`src/rtl/serial_joy_reader.sv`:
```
// Reader for a daisy-chained 74HC165-style joystick shift-register chain.
// Generates joy_clk/joy_load, deserialises one frame per FRAME_LEN slots and
// debounces the result across consecutive identical frames.
module serial_joy_reader #(
  parameter int CLK_DIV         = 16,
  parameter int NUM_CHANNELS    = 2,
  parameter int CH_WIDTH        = 12,
  parameter int LEAD_SLOTS      = 2,
  parameter int DEBOUNCE_FRAMES = 2
) (
  input  logic                             clock,
  input  logic                             reset,
  input  logic                             joy_data,
  output logic                             joy_clk,
  output logic                             joy_load,
  output logic [NUM_CHANNELS*CH_WIDTH-1:0] joy_out,
  output logic                             frame_done,
  output logic                             changed
);

  localparam int NBITS     = NUM_CHANNELS * CH_WIDTH;
  localparam int FRAME_LEN = LEAD_SLOTS + NBITS;
  localparam int DIV_W     = $clog2(CLK_DIV);
  localparam int SLOT_W    = $clog2(FRAME_LEN);
  localparam int CNT_W     = $clog2(DEBOUNCE_FRAMES + 1);

  localparam logic [DIV_W-1:0]  DIV_LAST  = DIV_W'(CLK_DIV - 1);
  localparam logic [SLOT_W-1:0] SLOT_LAST = SLOT_W'(FRAME_LEN - 1);
  localparam logic [CNT_W-1:0]  CNT_FULL  = CNT_W'(DEBOUNCE_FRAMES);

  logic [DIV_W-1:0]  div_cnt;
  logic [SLOT_W-1:0] slot;
  logic              data_meta;
  logic              data_sync;
  logic [NBITS-1:0]  raw;
  logic [NBITS-1:0]  raw_next;
  logic [NBITS-1:0]  cand;
  logic [NBITS-1:0]  cand_next;
  logic [CNT_W-1:0]  cnt;
  logic [CNT_W-1:0]  cnt_next;
  logic              rise_tick;
  logic              end_tick;
  logic              upd;

  // Half-period divider producing the 50% duty shift clock.
  always_ff @(posedge clock or posedge reset) begin
    if (reset) begin
      div_cnt <= '0;
      joy_clk <= 1'b0;
    end else if (div_cnt == DIV_LAST) begin
      div_cnt <= '0;
      joy_clk <= ~joy_clk;
    end else begin
      div_cnt <= div_cnt + 1'b1;
    end
  end

  // Rising-edge tick of joy_clk and the last slot of the frame.
  always_comb begin
    rise_tick = (div_cnt == DIV_LAST) && !joy_clk;
    end_tick  = rise_tick && (slot == SLOT_LAST);
  end

  // Slot counter; joy_load moves with the slot so it is low for whole slot-0 periods.
  always_ff @(posedge clock or posedge reset) begin
    if (reset) begin
      slot     <= '0;
      joy_load <= 1'b1;
    end else if (rise_tick) begin
      if (slot == SLOT_LAST) begin
        slot     <= '0;
        joy_load <= 1'b0;
      end else begin
        slot     <= slot + 1'b1;
        joy_load <= 1'b1;
      end
    end
  end

  // Two-flop synchroniser for the asynchronous serial input.
  always_ff @(posedge clock or posedge reset) begin
    if (reset) begin
      data_meta <= 1'b1;
      data_sync <= 1'b1;
    end else begin
      data_meta <= joy_data;
      data_sync <= data_meta;
    end
  end

  // Sample placement (slot s -> bit FRAME_LEN-1-s) and debounce decision.
  always_comb begin
    raw_next  = raw;
    cand_next = cand;
    cnt_next  = cnt;
    for (int unsigned i = 0; i < NBITS; i++) begin
      if (rise_tick && (slot == SLOT_W'(FRAME_LEN - 1 - i))) begin
        raw_next[i] = data_sync;
      end
    end
    if (end_tick) begin
      if (raw_next == cand) begin
        cnt_next = (cnt == CNT_FULL) ? cnt : cnt + 1'b1;
      end else begin
        cand_next = raw_next;
        cnt_next  = CNT_W'(1);
      end
    end
    upd = end_tick && (cnt_next == CNT_FULL);
  end

  // Frame, candidate and output registers.
  always_ff @(posedge clock or posedge reset) begin
    if (reset) begin
      raw        <= '1;
      cand       <= '1;
      cnt        <= '0;
      joy_out    <= '1;
      frame_done <= 1'b0;
      changed    <= 1'b0;
    end else begin
      raw        <= raw_next;
      cand       <= cand_next;
      cnt        <= cnt_next;
      frame_done <= end_tick;
      changed    <= upd && (cand_next != joy_out);
      if (upd) begin
        joy_out <= cand_next;
      end
    end
  end

endmodule

```
`config.mk`:
```
export PLATFORM = sky130hd
export DESIGN_NAME = serial_joy_reader
export DESIGN_NICKNAME = d
export VERILOG_FILES = /design/src/rtl/serial_joy_reader.sv
export SDC_FILE = /design/constraint.sdc
export NUM_CORES = 1
export LEC_CHECK = 0
export CORE_AREA = 10 10 125 138
export DETAILED_ROUTE_END_ITERATION = 16
export DIE_AREA = 0 0 135 148
export DONT_BUFFER_PORTS = 1
export MAX_ROUTING_LAYER = met4
export PLACE_DENSITY = 0.63
export SLEW_MARGIN = 10
export SYNTH_ARGS = -nofsm -noshare
export SYNTH_HDL_FRONTEND = slang
export SYNTH_SLANG_ARGS = --single-unit
```
`constraint.sdc`:
```
create_clock -name clock -period 4.41 [get_ports clock]
set_input_delay 0.882 -clock clock [delete_from_list [all_inputs] [get_ports clock]]
set_output_delay 0.882 -clock clock [all_outputs]
set_load 0.005 [all_outputs]
```
; ---- Yosys cells after proc, flatten, opt, wreduce, memory -nomap -nowiden
; Index checks and enable logic that the tools add are counted.
; W data, S select, Z words.
[totals]
out_inout_bits = 28
in_bits = 3
wordCells = 105
reg_bits = 89
[op_classes]
eq_ne = 29
n_reduce_logical = 28
n_bitwise = 1
mux = 32
add_sub_neg = 3
[ops]
columns = op, count
row1 = $eq A5 B5 Y1 const B, 10
row2 = $mux W24, 2
row3 = $eq A5 B4 Y1 const B, 8
row4 = $logic_and A1 B1 Y1, 27
row5 = $mux W1, 25
row6 = $eq A24 B24 Y1, 1
row7 = $ne A24 B24 Y1, 1
row8 = $eq A5 B3 Y1 const B, 4
row9 = $eq A5 B2 Y1 const B, 2
row10 = $mux W2, 3
row11 = $add A5 B1 Y5 const B, 1
row12 = $mux W5, 1
row13 = $add A4 B1 Y4 const B, 1
row14 = $eq A2 B2 Y1 const B, 2
row15 = $eq A4 B4 Y1 const B, 1
row16 = $mux W4, 1
row17 = $add A2 B1 Y2 const B, 1
row18 = $logic_not A1 Y1, 1
row19 = $not A1 Y1, 1

; ---- Logic depth before layout (Yosys ltp)
[depth]
word_depth = 10
mapped_depth = 14
ltp_nobuf = 12

; ---- Worst setup path after synthesis
; Ideal clock, no wire load.
[synth_path]
path_kind = reg2reg
from = register slot[2]
to = register joy_out[21]
path_slack_ns = 1.154
t_arrival_ns = 3.174
path_buffers = 3
setup_ns = 0.082
path_stages_with_launch = 14
cell_sequence = dfrtp_1 > buf_2 > clkbuf_1 > and3_1 > ha_1 > nand2b_1 > nor2_1 > mux2i_1 > o221ai_1 > nor4_2 > a31oi_2 > buf_4 > mux2_4 > mux2_2
[synth_between]
elab_cells_between_ends = 79
classes_between = eq/ne (26) / mux (28) / reduce/logical (25)
[synth_rtl]
columns = item, line_no
row1 = from (decl), 32  ; logic [SLOT_W-1:0] slot;
row2 = from (signal assigned), 74  ; slot <= slot + 1'b1;
row3 = $eq A5 B4 Y1, 97  ; if (rise_tick && (slot == SLOT_W'(FRAME_LEN - 1 - i))) begin
row4 = $logic_and A1 B1 Y1, 97
row5 = $mux W1, 97
row6 = via raw_next[10], 36  ; logic [NBITS-1:0] raw_next;
row7 = $eq A24 B24 Y1, 102  ; if (raw_next == cand) begin
row8 = $mux W24, 102
row9 = $mux W24, 101  ; if (end_tick) begin
row10 = via cand_next[21], 38  ; logic [NBITS-1:0] cand_next;
row11 = to (signal assigned), 128  ; joy_out <= cand_next;
row12 = to (decl), 16  ; output logic [NUM_CHANNELS*CH_WIDTH-1:0] joy_out,
; The timed path passes the listed nets, and every way through them passes these cells.
; A chain may end at the register's enable or synchronous reset.

; ---- Worst setup path after layout
[layout_path]
from = register slot[0]
to = register joy_out[22]
[layout_between]
elab_cells_between_ends = 79
classes_between = eq/ne (26) / mux (28) / reduce/logical (25)
[layout_rtl]
columns = item, line_no
row1 = $eq A5 B5 Y1 (tied with other cells), "61, 97"
row2 = "$logic_and A1 B1 Y1, on equally long branches", "61, 97"
row3 = $mux W1, 97
row4 = $eq A24 B24 Y1, 102
row5 = $mux W24, 102
row6 = $mux W24 (*), 101
row7 = via cand_next[22], 38
; The timed path passes the listed nets; every way through them passes the cells marked *.

==> impl_metrics.toml <==
[power_and_ir_drop]
leakagePower_nw = 2.47
p_per_area_nw_per_um2 = 266
post-layout-total-power_mw = 1.65
peakVddDrop_mv = 0.158

[die]
fp.dieW_um = 135
design.die.area_um2 = 20000
core_area_um2 = 14300
fp.dieH_um = 148
rows = 46
initial_core_util_pct = 39.2
io_pins = 31

[global_routing]
grt_overflow = 0
vias_in_the_first_global_route = 4388
antenna_found_initial = 0
grt_use_total_pct = 17.9
grt_start_max_net_pins = 47
grt_first_pass_wirelength_um = 26800

[placement]
portBuffers = 0
place.detailed.hpwl_um = 12800
gp_routability_congestion = 1.06

[drt]
drt-initial-drc-count = 480
dr_total_vias = 4386
drt-total-wl_um = 17100
drcViolationCount = 0
drt_pass1_iterations = 5
vias_per_cell = 5.88
routed_wire_length_per_instance_um = 23.0
antenna_left = 0

[clock_network]
worstSkewPairLatency_ns = 0.37
htree_num_levels = 3
tritoncts_clock_tree = "built"
hold_buffers = 0
clockBufferDepth = 2
cts_bufs_inserted = 9
cts_sinks = 89
cts_clk_pin_slew_worst_paths_ns = 0.07
clock-root-buffer = "sky130_fd_sc_hd__clkbuf_16"
post-cts-setup-buffer-count = 0
cts-resized-gates = 0

[setup_path]
kind_of_end_point_of_the_critical_path = "register"
worstSetupStartpointType = "register"
cp_common_cell = "sky130_fd_sc_hd__buf_4"
cpPeakStageDelay_ns = 0.51
cp_data_arrival_time_ns = 4.12
timing.critical_path.cells = "inv_1 > ha_1 > nor4bb_1 > buf_4 > a31oi_1 > nor4_1 > o2111ai_1 > nor4_4 > a31oi_4 > buf_4 > mux2_4 > mux2_2"
critPathMaxFanout = 20
path_class = "register to register"
crit_path_top_delay_cell = "sky130_fd_sc_hd__ha_1"
critical_path_required_ns = 4.71

[layout]
layout_cell_share_with_drive_strength_beyond_1_pct = 30.0
synthToLayoutAreaGrowth_pct = 10.1
total_nets_final = 559
insertedDiodeCount = 0

[synth]
ys_async_sr_fraction_pct = 100
synthDistinctLibCells = 72
synth_enable_flop_cells = 0
synth-seq-area-share_pct = 41.3
synth.top_cells.by_count = "sky130_fd_sc_hd__dfstp_2, sky130_fd_sc_hd__nand2_1, sky130_fd_sc_hd__xnor2_1"
synth.top_cell.area_share_pct = 35.0
postSynthAreaPerCell_um2 = 10.4
synth_area_leader_cell = "sky130_fd_sc_hd__dfstp_2"
synthMostInstantiatedCell = "sky130_fd_sc_hd__dfstp_2"
ys.warnings.count = 0
yosys_most_used_dff = "sky130_fd_sc_hd__dfstp_2"
yosys-top-cells-area = "sky130_fd_sc_hd__dfstp_2, sky130_fd_sc_hd__dfrtp_1, sky130_fd_sc_hd__mux2_2, sky130_fd_sc_hd__xnor2_1, sky130_fd_sc_hd__mux2_4"
syn-instance-count = 543
synth_area_um2 = 5620
seq_cells_post_synth = 89
synth_nets = 553

[timing]
setup_viol = 0
max_slew_margin_pct = 43.1
fin_tns_setup_ns = 0
fmax_ghz = 0.261
worst-slew-pin-transition_ns = 0.853
finalHoldViolCount = 0
final_max_slew_viol_count = 0
period_minus_slack_ns = 3.82
finalCritPeriodShare_pct = 86.7
timing.clock.skew_ns = 0.00938
rsz_0062_raised_after_global_routing = "no"

[worst_hold_path]
hold_path_class = "register to register"

[run_status]
run_status = "finished, final reports clean"

[job]
drv_cap = 0
==> worst paths after layout <==
| kind | startpoint | cells after the start | slack, ns | to |
|---|---|---|---|---|
| max in group asynchronous | reset | 2 | 2.81 | cand[0] |
| min | data_meta | 0 | 0.36 | data_sync |
| max reg2reg | slot[0] | 12 | 0.59 | joy_out[22] |
| min in group asynchronous | reset | 1 | 0.55 | changed |
| max | slot[0] | 12 | 0.59 | joy_out[22] |
| min reg2reg | data_meta | 0 | 0.36 | data_sync |
==> layout by cell type (no fill, tap or decap), drive strengths merged, types with 3 or more instances in the layout <==
cell and n:
dfstp 75, mux2 51, nand2 37, xnor2 30, inv 29, nor2 25
buf 22, nand2b 20, nand3 19, o21ai 18, xor2 16, a31oi 16
mux2i 14, a21oi 14, dfrtp 14, nor2b 13, nand4 13, o22ai 10
nor4 10, clkbuf 9, nor3 8, and3 7, a22oi 7, ha 7
clkinv 6, or3 5, a211oi 5, and4b 4, a32oi 4, and2 3
o2111ai 3, nand4b 3
==> sequential cells by signal, indices dropped and copies added (netlist names) <==
name and cells:
cand 24, joy_out 24, raw 24, slot 5, div_cnt 4, cnt 2, changed 1, data_meta 1
data_sync 1, frame_done 1, joy_clk 1, joy_load 1
==> per-stage QoR <==
stage,util (%),cells,hold WS (ns),instance area (µm²),setup WS [ns]
global route,43.2,746,0.360,6190,0.305
global placement,41.2,730,0.346,5900,0.542
floorplan,-,543,0.345,5620,1.15
CTS,43.2,746,0.355,6190,0.576
detailed placement,41.2,730,0.347,5900,0.612
finish,43.2,746,0.357,6190,0.586
==> kinds of logic (layout without fill, tap and decap cells) <==
kind of cell    count (synthesis)  after routing  synth area share (%)
xor+xnor                       46             46                  7.16
compound gates                105            105                  13.5
mux                            65             65                  13.5
buf+inv                        57             68                  4.74
fa+ha+maj                       7              7                  1.56
simple gates                  174            174                  18.3
flops                          89             89                  41.3
==> layout make-up <==
class	count	area, µm²
clock buffer	9	225
clock inverter	7	70.1
fill	1390	8140
inverter	30	114
multi-input combinational	397	3050
sequential	89	2320
tap	192	240
timing repair buffer	22	178
==> report_power, final <==
part / leakage [nW] / switching [mW] / internal, mW
clock: 0.146 / 0.353 / 0.439
combinational: 1.37 / 0.0276 / 0.00711
sequential: 0.955 / 0.00220 / 0.822
total: 2.47 / 0.383 / 1.27
==> metal layers <==
layer  part of all wire (%)  vias up  track usage (%)
met2                     46      146             26.8
met3                    6.2       43             3.25
met1                     43     2203             22.4
met5                      0        -                -
met4                    4.3        0             9.91
li1                       -     1994                -
==> critical path, delay by kind of cell, from the launching register on <==
family	cells	cell delay, ns
fa+ha+maj	1	0.51
compound gates	3	0.56
flops	1	0.42
buf+inv	3	0.58
simple gates	3	1.05
mux	2	0.60
Note: power is estimated with default switching activity, not from simulation.
